===== src/rtl/pcpa_pkg.sv =====
// -----------------------------------------------------------------------------
// pcpa_pkg
// Shared definitions for the pipelined carry-propagate adder.
//   DEFAULT_N / DEFAULT_STAGES : default operand width and pipeline depth
//   LAT                        : latency in cycles of the default configuration
//   stage_ctl_t                : per-stage control record {valid, carry}
//   slice_w()                  : width of one pipeline slice
// -----------------------------------------------------------------------------
package pcpa_pkg;

    localparam int DEFAULT_N      = 32;
    localparam int DEFAULT_STAGES = 4;
    localparam int LAT            = DEFAULT_STAGES;

    // Control bits that travel alongside each beat: whether the stage holds a
    // live beat, and the carry leaving the slice that stage just added.
    typedef struct packed {
        logic valid;
        logic carry;
    } stage_ctl_t;

    // Each stage adds an equal share of the operand bits.
    function automatic int slice_w(input int n, input int stages);
        return n / stages;
    endfunction

endpackage


===== src/rtl/cpa_slice.sv =====
// -----------------------------------------------------------------------------
// cpa_slice
// Combinational W-bit carry-lookahead adder: {cout, s} = a + b + cin.
// Carries are formed with a parallel-prefix (Kogge-Stone) tree over the
// bit-level generate/propagate terms, so depth grows with log2(W).
// Ports:
//   a, b  in   W  slice operands
//   cin   in   1  carry into bit 0
//   s     out  W  slice sum
//   cout  out  1  carry out of bit W-1
// -----------------------------------------------------------------------------
module cpa_slice #(
    parameter int W = 8
) (
    input  logic [W-1:0] a,
    input  logic [W-1:0] b,
    input  logic         cin,
    output logic [W-1:0] s,
    output logic         cout
);

    logic [W-1:0] p;
    logic [W-1:0] g;
    logic [W-1:0] gg;
    logic [W-1:0] pp;
    logic [W-1:0] ng;
    logic [W-1:0] np;
    logic [W:0]   c;

    // Prefix tree: after the last level gg[i]/pp[i] are the group generate
    // and propagate of bits [i:0]. Each level combines a bit with the group
    // d positions below it, doubling the span every time. The carry into
    // bit i+1 is then the group generate, or the group propagate of cin.
    always_comb begin
        p  = a ^ b;
        g  = a & b;
        gg = g;
        pp = p;
        ng = g;
        np = p;
        for (int d = 1; d < W; d = d * 2) begin
            ng = gg;
            np = pp;
            for (int i = d; i < W; i++) begin
                ng[i] = gg[i] | (pp[i] & gg[i-d]);
                np[i] = pp[i] & pp[i-d];
            end
            gg = ng;
            pp = np;
        end
        c[0] = cin;
        for (int i = 0; i < W; i++) begin
            c[i+1] = gg[i] | (pp[i] & cin);
        end
        s    = p ^ c[W-1:0];
        cout = c[W];
    end

endmodule


===== src/rtl/pipelined_cpa.sv =====
// -----------------------------------------------------------------------------
// pipelined_cpa
// Pipelined carry-propagate adder: {out_cout, out_y} = in_a + in_b + in_cin.
// The operands are cut into STAGES slices of N/STAGES bits. Stage k adds slice
// k using the carry registered by stage k-1, so a beat spends exactly STAGES
// cycles in the pipe and one result can leave every cycle.
// Operands travel with the beat so the upper slices reach their stage in step
// (skew), and finished lower sum bits travel with it too so out_y is coherent
// (deskew).
// Ports:
//   clk, rst_n            clock (rising edge), asynchronous active-low reset
//   in_valid / in_ready   input handshake; in_ready depends only on the output
//   in_a, in_b, in_cin    operands and carry in
//   in_sub                subtract select (present only with PCPA_SUB_EN)
//   out_valid / out_ready output handshake
//   out_y, out_cout       sum modulo 2^N and carry out of bit N-1
// Configuration:
//   PCPA_SUB_EN  when defined, adds in_sub; in_sub=1 gives y = a - b and
//                cout = !borrow. When undefined the block only adds.
// -----------------------------------------------------------------------------
module pipelined_cpa
    import pcpa_pkg::*;
#(
    parameter int N      = DEFAULT_N,
    parameter int STAGES = LAT
) (
    input  logic         clk,
    input  logic         rst_n,
    input  logic         in_valid,
    output logic         in_ready,
    input  logic [N-1:0] in_a,
    input  logic [N-1:0] in_b,
    input  logic         in_cin,
`ifdef PCPA_SUB_EN
    input  logic         in_sub,
`endif
    output logic         out_valid,
    input  logic         out_ready,
    output logic [N-1:0] out_y,
    output logic         out_cout
);

    localparam int W = slice_w(N, STAGES);

    if (STAGES < 1 || STAGES > N) begin : g_bad_stages
        $error("pipelined_cpa: STAGES must lie in 1..N");
    end
    if (N % STAGES != 0) begin : g_bad_split
        $error("pipelined_cpa: N must be a multiple of STAGES");
    end

    logic         advance;
    logic         accept;
    logic [N-1:0] b_eff;
    logic         cin_eff;

    stage_ctl_t   ctl_q [STAGES];
    logic [N-1:0] a_q   [STAGES];
    logic [N-1:0] b_q   [STAGES];
    logic [N-1:0] y_q   [STAGES];

    logic [N-1:0] a_in  [STAGES];
    logic [N-1:0] b_in  [STAGES];
    logic [N-1:0] y_in  [STAGES];
    logic [N-1:0] y_nx  [STAGES];
    logic         c_in  [STAGES];
    logic         v_in  [STAGES];
    logic         co    [STAGES];

    logic         unused_last_operands;

    // The whole pipe moves as one: it may step whenever the output register
    // is empty or being drained. Bubbles therefore ride along instead of
    // being squeezed out, which keeps the handshake purely output-driven.
    assign advance   = !out_valid || out_ready;
    assign in_ready  = advance;
    assign accept    = in_valid && in_ready;

    // Subtraction is a + ~b + 1, folded into the operands at accept time so
    // the pipe itself never needs to know about it.
`ifdef PCPA_SUB_EN
    assign b_eff   = in_sub ? ~in_b : in_b;
    assign cin_eff = in_sub ? 1'b1 : in_cin;
`else
    assign b_eff   = in_b;
    assign cin_eff = in_cin;
`endif

    for (genvar k = 0; k < STAGES; k++) begin : g_stage
        logic [W-1:0] s;
        logic         cout_k;
        logic [N-1:0] y_mix;

        if (k == 0) begin : g_first
            assign a_in[k] = in_a;
            assign b_in[k] = b_eff;
            assign c_in[k] = cin_eff;
            assign v_in[k] = accept;
            assign y_in[k] = '0;
        end else begin : g_next
            assign a_in[k] = a_q[k-1];
            assign b_in[k] = b_q[k-1];
            assign c_in[k] = ctl_q[k-1].carry;
            assign v_in[k] = ctl_q[k-1].valid;
            assign y_in[k] = y_q[k-1];
        end

        cpa_slice #(.W(W)) u_slice (
            .a    (a_in[k][k*W +: W]),
            .b    (b_in[k][k*W +: W]),
            .cin  (c_in[k]),
            .s    (s),
            .cout (cout_k)
        );

        // The beat's partial sum picks up this stage's slice; every other
        // bit passes through untouched.
        always_comb begin
            y_mix             = y_in[k];
            y_mix[k*W +: W]   = s;
        end

        assign y_nx[k] = y_mix;
        assign co[k]   = cout_k;
    end

    // Stage registers. Reset clears data as well as control so the outputs
    // read zero, never X, while nothing is valid. When the pipe cannot
    // advance every register holds, which keeps out_y/out_cout stable under
    // back-pressure.
    always_ff @(posedge clk or negedge rst_n) begin
        if (!rst_n) begin
            for (int k = 0; k < STAGES; k++) begin
                ctl_q[k] <= '0;
                a_q[k]   <= '0;
                b_q[k]   <= '0;
                y_q[k]   <= '0;
            end
        end else if (advance) begin
            for (int k = 0; k < STAGES; k++) begin
                ctl_q[k].valid <= v_in[k];
                ctl_q[k].carry <= co[k];
                a_q[k]         <= a_in[k];
                b_q[k]         <= b_in[k];
                y_q[k]         <= y_nx[k];
            end
        end
    end

    // The last stage's operand copies have no consumer; synthesis trims them.
    assign unused_last_operands = ^{a_q[STAGES-1], b_q[STAGES-1]};

    assign out_valid = ctl_q[STAGES-1].valid;
    assign out_cout  = ctl_q[STAGES-1].carry;
    assign out_y     = y_q[STAGES-1];

endmodule


===== config.mk =====
export PLATFORM = sky130hd
export DESIGN_NAME = pipelined_cpa
export DESIGN_NICKNAME = d
export VERILOG_FILES = /design/src/rtl/pcpa_pkg.sv /design/src/rtl/cpa_slice.sv /design/src/rtl/pipelined_cpa.sv
export SDC_FILE = /design/constraint.sdc
export NUM_CORES = 1
export LEC_CHECK = 0
export CORE_MARGIN = 3
export CORE_UTILIZATION = 29
export CTS_CLUSTER_DIAMETER = 200
export DETAILED_ROUTE_END_ITERATION = 6
export DONT_BUFFER_PORTS = 1
export GPL_ROUTABILITY_DRIVEN = 0
export PLACE_DENSITY_LB_ADDON = 0.08
export SYNTH_ARGS = -nofsm -noshare
export SYNTH_HDL_FRONTEND = slang
export SYNTH_SLANG_ARGS = --single-unit

===== constraint.sdc =====
create_clock -name clk -period 2.1 [get_ports clk]
set_input_delay 0.315 -clock clk [delete_from_list [all_inputs] [get_ports clk]]
set_output_delay 0.315 -clock clk [all_outputs]
set_load 0.005 [all_outputs]

==> impl_results.md <==
* Outcome: finished with violations
* Violated checks: negative hold slack
* Setup tns final at 0 ps
* PortBufs at 0
* Syn_area_per_cell at 9.03 sq um
* Total vias in the final route at 5579
* # setup viols final at 0
* Final Hold Vio Count at 184
* Diodes inserted at 0
* Slew @ Worst Pin at 656 ps
* DRC at 0
* Core Area at 27000 sq um
* Pwr Density at 1460 nW/um^2
* Clock Latency Late Sink at 430 ps
* Die Ht at 172 um
* H-tree depth at 4
* DR pass1 iterations at 4
* Clock sink total at 184
* Largest net degree at the start of global routing at 185
* Mapped Nets at 989
* Most frequent cells in the layout: 474 x nand2_1, 184 x dfrtp_1, 37 x dlygate4sd3_1
* GRT Resource Usage Total at 12.2%
* Min-Delay Path Class: input pin to asynchronous set/reset pin
* Unrepaired setup endpoints after global routing: no
* Area grow syn2layout at 16.4%
* DP HPWL at 11100 um
* Rel. slew slack at 56.3%
* Ys flop type: dfrtp_1
* Ys async rst share at 100%
* Unique masters post-synth at 44
* Remaining global-route overflow at 0
* Tcrit/Tclk final at 94.8%
* Kind of critical path: register to register
* Setup ws final at 109 ps
* Peak Freq at 502 MHz
* Post-synthesis sequential area ratio at 57.7%
* CP Max Fanout at 4
* Setup bufs post-CTS at 0
* First-pass GRT wire length at 28800 um
* Detailed Route WL at 17500 um
* CTS buffer count at 17
* Die W at 172 um
* Initial Utilization at 29.5%
* Fin area at 9290 sq um
* Clock transition at the registers of the reported paths at 80 ps
* P_leak at 0.00469 uW
* Placed inst area at 8360 sq um
* Worst Setup End Kind: register
* I/O pin count at 104
* Number of global-route vias before repair at 5510
* VDD IR-drop max at 0.522 mV
* FF+latch count, synth at 184
* Final slew viol count at 0
* Clock Skew at 12.1 ps
* Initial antenna violation count at 0
* CTS root buf: clkbuf_16
* Crit path launch type: register
* Vias per cell at 4.42
* Share of layout cells above drive strength 1 at 4.89%
* Hold WS at -422 ps
* Post-DRT Antenna Nets at 0
* Dpl ws at 99.4 ps
* Max-Cap Viols at 0
* Mapped Area at 7980 sq um
* Area of the die at 29500 sq um
* Avg WL per Cell at 13.9 um
* Post-synth EDFFs at 0
* Rows at 60
* Synth warn at 0
* Synthesized netlist cell count at 884
* CTS tree: built
* Worst EP required at 2460 ps
* Worst EP arrival at 2360 ps
* DR iter-0 viols at 273
* Min cycle time layout at 1990 ps
* Nets at 1012
* Leading cell type in the layout, fill and taps excluded: nand2_1
* Maximum clock path buffer count at 2
-- cell usage after synthesis (all sizes together) (8+ instances only) --
master	number	area (sq um)
nand2	474	1780
nor2	19	71.3
a21o	9	68.8
xor2	8	70.1
dfrtp	184	4600
a211oi	8	65.1
clkbuf	28	105
a21oi	29	145
o21ai	21	105
xnor2	10	87.6
buf	13	63.8
ha	32	400
-- power by group --
part | internal, uW | switching, uW | total [uW]
registers | 5090 | 964 | 6050
clock network | 1570 | 1520 | 3090
logic | 1890 | 2570 | 4470
-- cell type report --
type,instances,area (sq um)
well taps,341,427
clock buffers,18,429
flip-flops and latches,184,4600
repair buffers,45,480
inverters,1,8.76
clock inverters,14,125
fillers,2861,17700
multi-input cells,658,3210
-- critical path: stages, from the launching register on --
cell	delay (ps)
dfrtp_1	410
ha_1	330
a211oi_2	270
o21bai_2	130
a21bo_1	230
or4b_1	470
nand3_1	90
-- layer usage --
| layer | part of all wire (%) | GRT usage, % | up-vias |
|---|---|---|---|
| met3 | 3.6 | 2.65 | 16 |
| met1 | 49 | 16.9 | 2597 |
| met4 | 1.2 | 3.37 | 0 |
| met2 | 46 | 19.6 | 83 |
| li1 | - | - | 2883 |
| met5 | 0 | 0 | - |
-- per-stage QoR --
step                      hold slack [ps]  util (%)  total power, uW  std cells
final                                -422      34.4            13600       1261
after global routing                 -464      34.4            15000       1261
after CTS                            -452      34.2            13900       1258
after detailed placement             23.5      30.9            10700       1192
after global placement               23.6      30.9            10700       1192
after floorplan                      19.4         -             9390        884
-- cell families (layout without fill, tap and decap cells) --
group / after synthesis / count (layout) / synth area share, %
flip-flops: 184 / 184 / 57.7
XOR/XNOR: 18 / 18 / 1.98
AO/OA/AOI/OAI: 88 / 88 / 6.99
buffers and inverters: 42 / 78 / 2.16
adder cells (fa/ha/maj): 36 / 36 / 6.02
AND/OR/NAND/NOR: 516 / 516 / 25.1
-- sequential cells by signal, indices dropped and copies added, names as in the netlist --
signal,cells
out_y,32
out_cout,1
ctl_q,3
out_valid,1
c_in,3
a_in,48
b_in,48
g_stage.y_mix,48
-- what timing repair did --
| action | 4_1_cts | 5_1_grt |
|---|---|---|
| setup endpoints to repair | 0 | 1 |
| resized for setup | 0 | 1 |
| endpoints found under the hold margin | 218 | 187 |
| hold buffers | 34 | 3 |
-- path summary, 6_finish.rpt --
path / start / end / slack [ps] / depth (start not counted)
worst min register to register: ctl_q[3] / ctl_q[3] / 460 / 2
worst max register to register: a_in[72] / g_stage[2].y_mix[14] / 110 / 6
worst min-delay path: rst_n / out_y[0] / -420 / 0
worst max-delay path: a_in[72] / g_stage[2].y_mix[14] / 110 / 6
min in group clk: in_a[8] / a_in[72] / 20 / 2
max in group asynchronous: rst_n / a_in[72] / 2100 / 0
Note: power is estimated with default switching activity, not from simulation.
==> patch 1 (same settings) <==
Change the package constant `DEFAULT_N` from 32 to 64.
--- a/src/rtl/pcpa_pkg.sv
+++ b/src/rtl/pcpa_pkg.sv
@@ -8,7 +8,7 @@
 // -----------------------------------------------------------------------------
 package pcpa_pkg;
 
-    localparam int DEFAULT_N      = 32;
+    localparam int DEFAULT_N      = 64;
     localparam int DEFAULT_STAGES = 4;
     localparam int LAT            = DEFAULT_STAGES;
 
Ports: changed (resized in_a, in_b and out_y); port bits go from 104 to 200. No check against the original RTL was run, so the function may have changed too.
==> patch 1 against the original RTL <==
- the run ends with negative hold slack, negative setup slack left
- worst setup slack got worse by 0.19 ns
- routed wire length grew 130%
- final cell count is 110% higher
- global-route usage rose by 1.6 points
- sequential share of layout area decreased by 4.8 points
- critical path depth rose by 1
- power grew 130%
- sequential cell count is 176 higher
- utilization is 2.7 points higher
- design area rose by 120%
- synthesized area rose by 100%
==> patch 1: results (changes against the original RTL) <==
----------------------------------------------------
[Run status]
  Result of the run ... finished with violations
  Violations in the final reports ... negative hold slack, negative setup slack

[Setup path]
  R2R cell count ... 7 (+1)
  Arrival time worst endpoint ... 2.61 ns (+0.25 ns)
  Worst Path Max Fanout ... 2 (-2)
  Reg-to-reg startpoint ... b_in[96]
  Critical register-to-register path endpoint ... g_stage[3].y_mix[42]

[Placed design]
  Placed cells ... 2505 (+110%)
  Total cell area at the placement stage ... 0.0173 mm^2 (+110%)
  Final HPWL DP ... 26100 um (+140%)

[GRT]
  Wire length of the first global-routing pass ... 65100 um (+130%)
  Largest net degree at the start of global routing ... 361 (+95%)
  All-layer global routing usage ... 0.138 (+0.0157)

[Synth]
  Share of synthesized area spent on multiplexers ... 0.000703 (+0.000703)
  Synthesized area divided by synthesized cell count ... 8.83 um^2 (-2.2%)
  Area fraction in compound gates after synthesis ... 0.0805 (+0.0106)
  Number of distinct library cells after synthesis ... 58 (+32%)
  Xor/xnor cell area share of the yosys netlist ... 0.0191 (-0.000631)
  Post-synthesis sequential area ratio ... 0.562 (-0.0150)
  Adder-cell area share of the yosys netlist ... 0.0550 (-0.00526)
  Syn Nets ... 2017 (+100%)

[Die]
  Overall die area ... 0.0581 mm^2 (+97%)

[Drt]
  Initial detailed-routing violation count ... 548 (+100%)
  Met3 routed wirelength ... 1590 um (+150%)
  Vias ... 12.1k (+120%)
  Met2 Wirelength ... 17600 um (+120%)
  Wirelength per Cell ... 14.8 um (+6.6%)
  Met1 Routed Length ... 19800 um (+130%)

[Clock tree]
  Later-pin clock latency in the skew report ... 0.55 ns (+0.12 ns)
  Bufs on Longest Clock Path ... 3 (+1)
  Inserted Clock Buffers ... 44 (+27)
  CTS clock-pin slew for the worst setup and hold paths ... 0.06 ns (-0.02 ns)
  Number of buffers inserted by hold repair at cts ... 97 (+190%)

[Power]
  LEAKAGE ... 9.97 nW (+110%)

[STA]
  Final number of hold-violating endpoints ... 360 (+96%)
  Worst clock skew ... 0.00824 ns (-0.00386 ns)
  Worst Slack Setup Final ... -0.0790 ns (-0.188 ns)
  Final Setup Violations ... 3 (+3)
  Slew at the pin closest to its max-slew limit ... 0.801 ns (+0.146 ns)
  Hold slack ... -0.541 ns (-0.118 ns)

[Finish]
  Area growth syn-to-layout ... 25.6%
  Count of non-filler cells in the finished layout ... 2692 (+110%)
  NumNets Final ... 2163 (+110%)
  Fraction of final layout cells with drive strength greater than 1 ... 0.105 (+0.0558)

----------------------------------------------------
## patch 1: layout make-up
cell class,instances,share of cell area
multi-input combinational,1361,0.348
inverter,13,0.00280
clock inverter,13,0.00852
timing repair buffer,182,0.0853
tap,696,0.0433
sequential,360,0.448
clock buffer,66,0.0643
antenna,1,0.000124
## patch 1: logic make-up (layout without fill, tap and decap cells)
| kind of cell | after synthesis | in the layout |
|---|---|---|
| muxes | 1 | 1 |
| other | 0 | 1 |
| xor gates and xnor gates | 35 | 35 |
| DFF | 360 | 360 |
| buffers and inverters | 95 | 274 |
| AOI/OAI and AO/OA | 197 | 197 |
| adders and majority gates | 68 | 68 |
| and+or+nand+nor | 1060 | 1060 |
## patch 1: worst max path at each step
stage,start,endpoint,slack (ns),cells past startpoint
after floorplan,b_in[96],g_stage[3].y_mix[47],-0.05,7
after global placement,b_in[96],g_stage[3].y_mix[47],-0.21,7
after detailed placement,a_in[144],c_in[1],-0.21,7
after CTS,b_in[96],g_stage[3].y_mix[42],-0.08,7
after global routing,a_in[109],g_stage[3].y_mix[47],-0.22,6
final,b_in[96],g_stage[3].y_mix[42],-0.08,7
## patch 1: repair_timing
action / CTS / global route
buffers inserted: 2 / 8
cloned: 0 / 0
setup endpoints to repair: 18 / 25
gates resized for setup: 14 / 44
pin swaps: 5 / 19
hold endpoints to repair: 457 / 360
## patch 1: per-stage QoR
step	setup WS, ns	total power [mW]	TNS (ns)
5_1_grt	-0.220	34.3	-0.889
6_report	-0.0790	31.4	-0.153
3_3_place_gp	-0.211	22.8	-1.16
4_1_cts	-0.0795	31.3	-0.173
3_5_place_dp	-0.209	23.0	-1.33
2_1_floorplan	-0.0533	19.2	-0.0950
## patch 1: layer usage
layer / track usage / up-vias
li1: - / 6174
met1: 0.197 / 5705
met2: 0.212 / 171
met3: 0.0294 / 59
met4: 0.0387 / 0
met5: 0 / -
## patch 1: where the power goes
| part | internal (mW) | switching [mW] | leakage (nW) |
|---|---|---|---|
| combinational | 5.35 | 6.38 | 4.92 |
| clock | 4.74 | 2.96 | 0.722 |
| sequential | 9.98 | 2.04 | 4.33 |
| total | 20.1 | 11.4 | 9.97 |
## patch 1: worst max-delay path, cell delays in order, from the launching register on
cell and delay (ns):
sky130_fd_sc_hd__dfrtp_1 0.38, sky130_fd_sc_hd__ha_1 0.32, sky130_fd_sc_hd__a211oi_2 0.24, sky130_fd_sc_hd__o21bai_2 0.12
sky130_fd_sc_hd__a2111oi_4 0.36, sky130_fd_sc_hd__o21bai_1 0.14, sky130_fd_sc_hd__a2111o_1 0.39, sky130_fd_sc_hd__o221a_2 0.13
==> patch 2 (same settings) <==
Made on the original files. The option `PCPA_SUB_EN` is turned on by a define.
--- a/src/rtl/pipelined_cpa.sv
+++ b/src/rtl/pipelined_cpa.sv
@@ -18,6 +18,8 @@
 //   PCPA_SUB_EN  when defined, adds in_sub; in_sub=1 gives y = a - b and
 //                cout = !borrow. When undefined the block only adds.
 // -----------------------------------------------------------------------------
+`define PCPA_SUB_EN
+
 module pipelined_cpa
     import pcpa_pkg::*;
 #(
Interface: changed (added in_sub); port bits go from 104 to 105. The function was not compared with the original's and may differ.
==> patch 2 against the original RTL <==
- the flow still finishes with violations (negative hold slack)
- worst hold slack got worse by 0.0046 ns
- clock power increased by 6.5%
- power increased by 4.0%
- routed wire length increased by 6.3%
- worst setup slack improved by 0.091 ns
- count of clock-buffer cells in the layout unchanged
- synthesized area increased by 3.9%
- design area increased by 2.4%
- sequential cell count unchanged
- highest routed layer unchanged
==> patch 2: results (changes against the original RTL) <==
----------------------------------------------------
[Run status]
  Result of the run ... finished with violations
  Violations in the final reports ... negative hold slack

[GRT]
  GRT overflow ... 0 (unchanged)
  Wire length of the first global-routing pass ... 30900 um (+7.2%)
  Number of antenna violations at the first check in global routing ... 0 (unchanged)
  All-layer global routing usage ... 0.126 (+0.00336)
  Number of global-route vias before repair ... 5574 (+1.2%)

[Finish]
  Filler cell count ... 2992 (+4.6%)
  NumNets Final ... 1019 (+0.69%)
  Fraction of final layout cells with drive strength greater than 1 ... 0.0562 (+0.00730)

[Power]
  Maximum resistive drop on vdd ... 0.444 mV (-15%)
  LEAKAGE ... 4.60 nW (-2.0%)
  Internal power ... 8.89 mW (+3.9%)

[Synth]
  Post-synthesis sequential area ratio ... 0.556 (-0.0215)
  Xor/xnor cell area share of the yosys netlist ... 0.0550 (+0.0352)
  Area fraction in compound gates after synthesis ... 0.0811 (+0.0111)
  Top cells by count, synth ... sky130_fd_sc_hd__nand2_1 (427), sky130_fd_sc_hd__dfrtp_1 (184), sky130_fd_sc_hd__o21ai_0 (39), sky130_fd_sc_hd__xnor2_1 (34), sky130_fd_sc_hd__ha_1 (33)
  Cells taking the most area after synthesis ... sky130_fd_sc_hd__dfrtp_1 (56%), sky130_fd_sc_hd__nand2_1 (19%), sky130_fd_sc_hd__ha_1 (5.0%)
  Fraction of synthesis flops using an asynchronous set or reset pin ... 1.00 (unchanged)

[Setup path]
  Critical path capture point ... c_in[0]
  R2R cell count ... 6 (unchanged)
  Arrival time worst endpoint ... 2.21 ns (-0.15 ns)
  Crit-path max cell delay ... 0.39 ns (-0.08 ns)
  Slowest cell on the critical path ... sky130_fd_sc_hd__dfrtp_1
  Reg-to-reg startpoint ... a_in[51]
  Minimum setup slack among reg-to-reg paths ... 0.20 ns (+0.09 ns)

[Placed design]
  Placed cells ... 1249 (+4.8%)
  Final HPWL DP ... 12100 um (+9.2%)

[Hold path]
  Min-delay worst type ... in2async

[Drt]
  DRT Pass-1 Iters ... 5 (+1)
  Wirelength per Cell ... 14.3 um (+2.9%)
  Vias ... 5650 (+1.3%)
  Initial detailed-routing violation count ... 313 (+15%)
  Final WL ... 18600 um (+6.3%)

[Clock tree]
  Number of buffers inserted by hold repair at cts ... 22 (-35%)

[STA]
  Hold slack ... -0.427 ns (-0.00461 ns)
  Final number of hold-violating endpoints ... 184 (unchanged)
  Relative slew slack ... 0.681 (+0.118)

----------------------------------------------------
[patch 2: cell count changes after synthesis, moves of 10 or more]
cell	delta
sky130_fd_sc_hd__buf_2	+11
sky130_fd_sc_hd__clkbuf_1	-10
sky130_fd_sc_hd__nand2_1	-47
sky130_fd_sc_hd__o21ai_0	+33
sky130_fd_sc_hd__o21ai_1	-11
sky130_fd_sc_hd__xnor2_1	+24
sky130_fd_sc_hd__xor2_1	+10
[patch 2: cell type report]
type	instances	share of cell area
Timing Repair Buffer	31	0.0355
Clock inverter	14	0.0166
Sequential cell	184	0.484
Inverter	4	0.00210
Tap cell	378	0.0497
Clock buffer	18	0.0462
Multi-Input combinational cell	674	0.366
[patch 2: stage by stage]
step,hold WS [ns],instance area (um^2),power (mW),worst slack [ns]
after detailed placement,0.0270,8690,11.0,0.194
after global placement,0.0258,8690,11.0,0.202
final,-0.427,9510,14.1,0.200
after CTS,-0.455,9510,14.4,0.185
after floorplan,0.0194,8290,9.71,0.0306
after global routing,-0.456,9510,15.5,0.00593
[patch 2: worst min-delay path by stage]
stage               endpoint  slack, ns  depth (start not counted)
detailed placement  out_y[1]       0.03                          0
global route        out_y[4]      -0.46                          0
floorplan           a_in[24]       0.02                          0
CTS                 out_y[1]      -0.46                          0
finish              out_y[2]      -0.43                          0
global placement    out_y[3]       0.03                          0
[patch 2: logic make-up (layout without fill, tap and decap cells)]
kind of cell | count (synthesis) | after routing
AO/OA/AOI/OAI | 110 | 110
XOR/XNOR | 52 | 52
adder cells (fa/ha/maj) | 37 | 37
buffers and inverters | 49 | 67
flip-flops | 184 | 184
AND/OR/NAND/NOR | 475 | 475
[patch 2: repair_timing]
item                                   in CTS  in global routing
resized for setup                           0                  2
endpoints found under the hold margin     206                184
setup endpoints to repair                   0                  2
[patch 2: metal layers]
layer / GRT usage / vias up / share of wire
met3: 0.0215 / 17 / 0.025
met4: 0.0445 / 0 / 0.016
li1: - / 2914 / -
met2: 0.187 / 82 / 0.45
met1: 0.184 / 2637 / 0.51
met5: 0 / - / 0
[patch 2: power groups by stage]
| stage | combinational, mW | sequential (mW) | clock, mW |
|---|---|---|---|
| after floorplan | 3.81 | 5.90 | 0 |
| after global placement | 4.73 | 6.23 | 0 |
| after detailed placement | 4.76 | 6.26 | 0 |
| after CTS | 4.81 | 6.19 | 3.42 |
| after global routing | 5.54 | 6.39 | 3.56 |
| final | 4.71 | 6.15 | 3.29 |
